--- src/rtl/add_seq_ctrl.sv ---
// Sequencing controller for an external registered two-operand adder:
// accumulates NUM_TERMS unsigned terms and presents the sum on a valid/ready port.
module add_seq_ctrl #(
    parameter int NUM_TERMS  = 4,
    parameter int BIT_INPUT  = 21,
    parameter int BIT_OUTPUT = 28
) (
    input  logic                    clk,
    input  logic                    rst,
    input  logic                    clear,
    input  logic                    in_valid,
    output logic                    in_ready,
    input  logic [BIT_INPUT-1:0]    in_data,
    output logic [2*BIT_OUTPUT-1:0] add_in,
    input  logic [BIT_OUTPUT-1:0]   add_out,
    output logic                    out_valid,
    input  logic                    out_ready,
    output logic [BIT_OUTPUT-1:0]   out_data,
    output logic                    busy
);

    localparam int CW = $clog2(NUM_TERMS + 1);
    localparam logic [CW-1:0] CNT_LAST = CW'(NUM_TERMS);

    typedef enum logic [1:0] {
        ACCEPT,
        WAIT,
        OUT
    } state_t;

    state_t                state_q, state_d;
    logic [BIT_OUTPUT-1:0] acc_q, acc_d;
    logic [CW-1:0]         cnt_q, cnt_d;

    always_ff @(posedge clk) begin
        if (rst) begin
            state_q <= ACCEPT;
            acc_q   <= '0;
            cnt_q   <= '0;
        end else begin
            state_q <= state_d;
            acc_q   <= acc_d;
            cnt_q   <= cnt_d;
        end
    end

    always_comb begin
        state_d   = state_q;
        acc_d     = acc_q;
        cnt_d     = cnt_q;
        in_ready  = 1'b0;
        out_valid = 1'b0;
        add_in    = '0;
        case (state_q)
            ACCEPT: begin
                in_ready = !clear;
                // The adder is only issued on a real handshake, never while aborting.
                if (in_valid && !clear) begin
                    add_in  = {BIT_OUTPUT'(in_data), acc_q};
                    cnt_d   = cnt_q + CW'(1);
                    state_d = WAIT;
                end
            end
            WAIT: begin
                acc_d   = add_out;
                state_d = (cnt_q == CNT_LAST) ? OUT : ACCEPT;
            end
            OUT: begin
                out_valid = 1'b1;
                if (out_ready) begin
                    acc_d   = '0;
                    cnt_d   = '0;
                    state_d = ACCEPT;
                end
            end
            default: state_d = ACCEPT;
        endcase
        if (clear) begin
            state_d = ACCEPT;
            acc_d   = '0;
            cnt_d   = '0;
        end
    end

    assign out_data = acc_q;
    assign busy     = (state_q != ACCEPT) || (cnt_q != '0);

endmodule

--- config.mk ---
export PLATFORM = sky130hd
export DESIGN_NAME = add_seq_ctrl
export DESIGN_NICKNAME = d
export VERILOG_FILES = /design/src/rtl/add_seq_ctrl.sv
export SDC_FILE = /design/constraint.sdc
export NUM_CORES = 1
export LEC_CHECK = 0
export CORE_MARGIN = 1
export CORE_UTILIZATION = 29
export DETAILED_ROUTE_END_ITERATION = 10
export PLACE_DENSITY = 0.77
export RECOVER_POWER = 100
export REMOVE_ABC_BUFFERS = 1
export SETUP_SLACK_MARGIN = 0.2
export SLEW_MARGIN = 20
export SYNTH_ARGS = -nofsm -noshare
export SYNTH_HDL_FRONTEND = slang
export SYNTH_SLANG_ARGS = --single-unit
export TNS_END_PERCENT = 30
--- constraint.sdc ---
create_clock -name clk -period 1.25 [get_ports clk]
set_input_delay 0.1875 -clock clk [delete_from_list [all_inputs] [get_ports clk]]
set_output_delay 0.1875 -clock clk [all_outputs]
set_load 0.1 [all_outputs]
Word-level counts from Yosys, hierarchy flattened
Cells that the tools add are included.
{"block": "totals", "regBits": 33, "out_inout_bits": 87, "elab_cells": 34}
{"block": "op_classes", "add_sub_neg": 1, "mux": 13, "reduce_logical": 12, "n_eq_ne": 5}
{"cell": "49-bit 2-to-1 mux", "n": 2}
{"cell": "28-bit one-hot mux with 2 select lines", "n": 1}
{"cell": "28-bit 2-to-1 mux", "n": 1}
{"cell": "2-bit 2-to-1 mux", "n": 3}
{"cell": "3-bit 2-to-1 mux", "n": 2}
{"cell": "2-bit one-hot mux with 3 select lines", "n": 1}
{"cell": "3-bit one-hot mux with 2 select lines", "n": 1}
{"cell": "2-bit nonzero test", "n": 3}
{"cell": "2-bit inequality test (second input constant)", "n": 2}
{"cell": "2-bit AND reduction", "n": 2}
{"cell": "3-bit by 1-bit adder with 3-bit output (second input constant)", "n": 1}
{"cell": "3-bit equality test (second input constant)", "n": 1}
{"cell": "3-bit AND reduction", "n": 1}
{"cell": "3-bit nonzero test", "n": 1}
{"cell": "2-bit by 1-bit equality test with 1-bit output (second input constant)", "n": 1}
{"cell": "2-bit equality test (second input constant)", "n": 1}
{"cell": "2-bit logical NOT", "n": 1}
{"cell": "1-bit 2-to-1 mux", "n": 2}
{"cell": "2-bit OR reduction", "n": 1}
{"cell": "1-bit logical AND", "n": 1}
{"cell": "1-bit logical NOT", "n": 1}
{"cell": "1-bit logical OR", "n": 1}

Depth between registers and ports, before layout
{"block": "logic_depth", "word_depth": 4, "ltp_mapped": 6, "depth_no_buf": 4}

Worst setup path after synthesis
Ideal clock, no wire load.
{"block": "synth_path", "kind": "reg2out", "startpoint": "register state_q[0]", "endpoint": "output in_ready", "arrival_ns": 2.557, "required_time_ns": 1.062, "setup_slack_ns": -1.494, "stages_incl_launch_ff": 3, "path_cell_list": "dfxtp_1 -> buf_4 -> nor3_1"}
{"block": "synth_via", "elab_chain_cells": 2}
{"element": "start: declaration", "line_no": "31", "rtl": "state_t state_q, state_d;"}
{"element": "start signal: assignment", "line_no": "41", "rtl": "state_q <= state_d;"}
{"element": "2-bit logical NOT", "line_no": "54", "rtl": "case (state_q)"}
{"element": "1-bit 2-to-1 mux", "line_no": "54"}
{"element": "end: declaration", "line_no": "12", "rtl": "output logic in_ready,"}
No other way between the ends.

Worst setup path in the final report
{"block": "layout_path", "startpoint": "register state_q[1]", "endpoint": "output add_in[26]"}
{"block": "layout_via", "elab_chain_cells": 2}
{"element": "2-bit logical NOT", "line_no": "54"}
{"element": "49-bit 2-to-1 mux", "line_no": "54"}
{"element": "end: declaration", "line_no": "14", "rtl": "output logic [2*BIT_OUTPUT-1:0] add_in,"}
No other way between the ends.

==> impl_metrics.yaml <==
placed_design:
  place.gp.congestion: 0.838
  post-place-ws_ns: -0.582
  placed_cell_area_um2: 4050
  post-dp-hpwl_um: 5040
  port_buffers: 133
yosys:
  syn_inst: 224
  synth_area_leaders: "dfxtp_1 (38%), and2_1 (18%), a21oi_1 (8.4%)"
  netlist_area_um2: 1720
  synth_top_area_frac: 0.383
  ys_seq_area_frac: 0.383
  syn_avg_cell_area_um2: 7.69
  ys_warn_count: 0
  synth.distinct_cells: 29
  synth.largest_area_cell: "dfxtp_1"
  synth_seq_cells: 33
setup_path:
  timing.rr.start: "state_q[1]"
  cpMostUsedCell: "buf_6"
  crit_buf_inv: 4
  critPathTopFamily: "buffers and inverters"
  cp.arrival_ns: 1.65
  r2r_cells: 7
  worst_setup_path_end_kind: "primary output"
  regToRegEndpoint: "cnt_q[0]"
  crit_path_max_fanout: 7
  crit_cells: 6
  max_stage_delay_ns: 0.35
  path_cells: "nor4b_4, buf_4, buf_6, buf_6, and2_4, buf_12"
  worstPathRequired_ns: 1.06
  cp-start-kind: "register"
  crit_type: "reg -> out"
  cpMaxStageDelayCell: "dfxtp_2"
  rrSetupSlack_ns: -0.22
min_path:
  hp-class: "in -> reg"
  min_to: "out_data[22]"
  min_from: "add_out[22]"
  hold_path_depth: 3
drt:
  ant_nets: 0
  routed_wl_um: 7410
  drc: 0
  drt-vias-per-instance: 4.76
  firstDrtPassIters: 4
  wl_per_cell_um: 16.4
  via_count: 2149
  drtIter0Drc: 122
finish:
  final_cell_mix: "buf_12 (57), clkdlybuf4s50_1 (51), and2_4 (49)"
  area_delta_synth_final_pct: 144
  layout.nets: 434
  n_antenna_cell: 0
  mostFrequentLayoutCell: "buf_12"
  drive_gt1_frac: 0.578
  stdcell_area_um2: 4210
global_routing:
  grt_overflow: 0
  grt_pass1_wl_um: 10000
  grt_pass1_vias: 2077
  grt_util_all_layers: 0.208
  grt_start_max_net_pins: 38
  antenna_found_initial: 0
outcome:
  violations: "negative setup slack"
  status: "complete, but fails checks"
floorplan:
  io_pins: 141
  num_rows: 27
  die_y_um: 79.1
  coreArea_um2: 5610
  die_area_um2: 6250
  die_x_um: 79.1
  initial_core_util: 0.307
sta:
  rsz0062_at_grt: "yes"
  setup_viol: 57
  fin_crit_sh: 1.47
  clock_skew_ns: 0.00442
  finalSetupTns_ns: -28.26
  hold_violations: 0
  worst_slack_ns: -0.586
  min_period_ns: 1.84
  slew_viol_final: 0
  fmax_mhz: 545
  whs_ns: 0.445
clocking:
  cts_root_buf: "clkbuf_8"
  clk_latency_ns: 0.28
  clk_pin_slew_ns: 0.07
  cts_hold_buf: 0
  clock_sinks: 33
  cts_buffer_depth: 2
  cts_tree: "done"
  htree_levels: 2
  numCtsBuffers: 5
pwr:
  leakage_nw: 1.72
  ir_drop_uv: 495
  power_density_nw_per_um2: 724
run:
  cap_violations: 0
[state kept, by name, summed over array words and instances (netlist names)]
signal	cells
out_data	28
cnt_q	3
state_q	2
[cells by family (layout without fill, tap and decap cells)]
group,Yosys count,in the layout,share of synthesized area
other cells,1,7,0.00218
simple gates,125,125,0.407
compound gates,34,34,0.104
fa+ha+maj,2,2,0.0145
flops,33,33,0.383
buf+inv,29,178,0.0886
[what timing repair did]
action,in CTS,in global routing
gates resized for setup,57,53
setup buffers,5,2
pin swaps,9,18
setup endpoints to repair,113,89
cloned,0,3
[worst min-delay path, stage by stage]
cell             delay, ns
clkdlybuf4s50_1       0.40
nand2_1               0.06
a21oi_1               0.05
[area by class of cell]
cell class,count,area [um2]
clock buffer,7,96.3
clock inverter,1,5.00
fill,384,1400
inverter,3,11.3
multi-input combinational,168,1120
sequential,33,701
tap,72,90.1
timing repair buffer,167,2180
[worst max-delay path by stage]
| stage | from | to | slack (ns) |
|---|---|---|---|
| final | state_q[1] | add_in[26] | -0.59 |
| after global routing | state_q[0] | add_in[26] | -0.67 |
| after CTS | state_q[0] | add_in[44] | -0.56 |
| after detailed placement | in_valid | add_in[17] | -0.58 |
| after global placement | clear | cnt_q[1] | -0.52 |
| after floorplan | state_q[1] | in_ready | -1.44 |
[report_power, final]
| part | switching (mW) | internal (mW) |
|---|---|---|
| Combinational | 0.642 | 0.445 |
| Clock | 0.383 | 0.498 |
| Sequential | 0.0123 | 1.07 |
| Total | 1.04 | 2.01 |
[cells in the mapped netlist]
| master | instances |
|---|---|
| and2_1 | 49 |
| dfxtp_1 | 33 |
| nand2_1 | 30 |
| a21oi_1 | 29 |
| nand3_1 | 29 |
| buf_4 | 10 |
| clkbuf_1 | 9 |
| buf_2 | 4 |
| nor2b_1 | 4 |
| inv_1 | 3 |
| a31oi_1 | 2 |
| buf_1 | 2 |
| ha_1 | 2 |
| nand3b_1 | 2 |
| nor2_1 | 2 |
| a211oi_1 | 1 |
| a32oi_1 | 1 |
| clkbuf_2 | 1 |
| conb_1 | 1 |
| nand2b_1 | 1 |
| nand3b_2 | 1 |
| nor3_1 | 1 |
| nor4b_4 | 1 |
| o21ai_0 | 1 |
| or2_1 | 1 |
| or3b_1 | 1 |
| or3b_4 | 1 |
| or4_1 | 1 |
| or4b_1 | 1 |
[per-stage QoR]
stage / total power [mW] / instances / utilization
2_1_floorplan: 1.63 / 204 / -
5_1_grt: 3.15 / 451 / 0.750
3_5_place_dp: 2.11 / 433 / 0.722
4_1_cts: 3.02 / 446 / 0.768
6_report: 3.05 / 451 / 0.750
3_3_place_gp: 2.09 / 433 / 0.722
[metal layers]
metal	GRT usage	vias to the layer above	part of all wire
met5	0	-	0
met4	0.0764	0	0.018
met3	0.0621	13	0.081
met2	0.405	103	0.53
met1	0.204	1000	0.37
li1	-	1033	-
No activity file was read; power rests on OpenSTA's default activity.
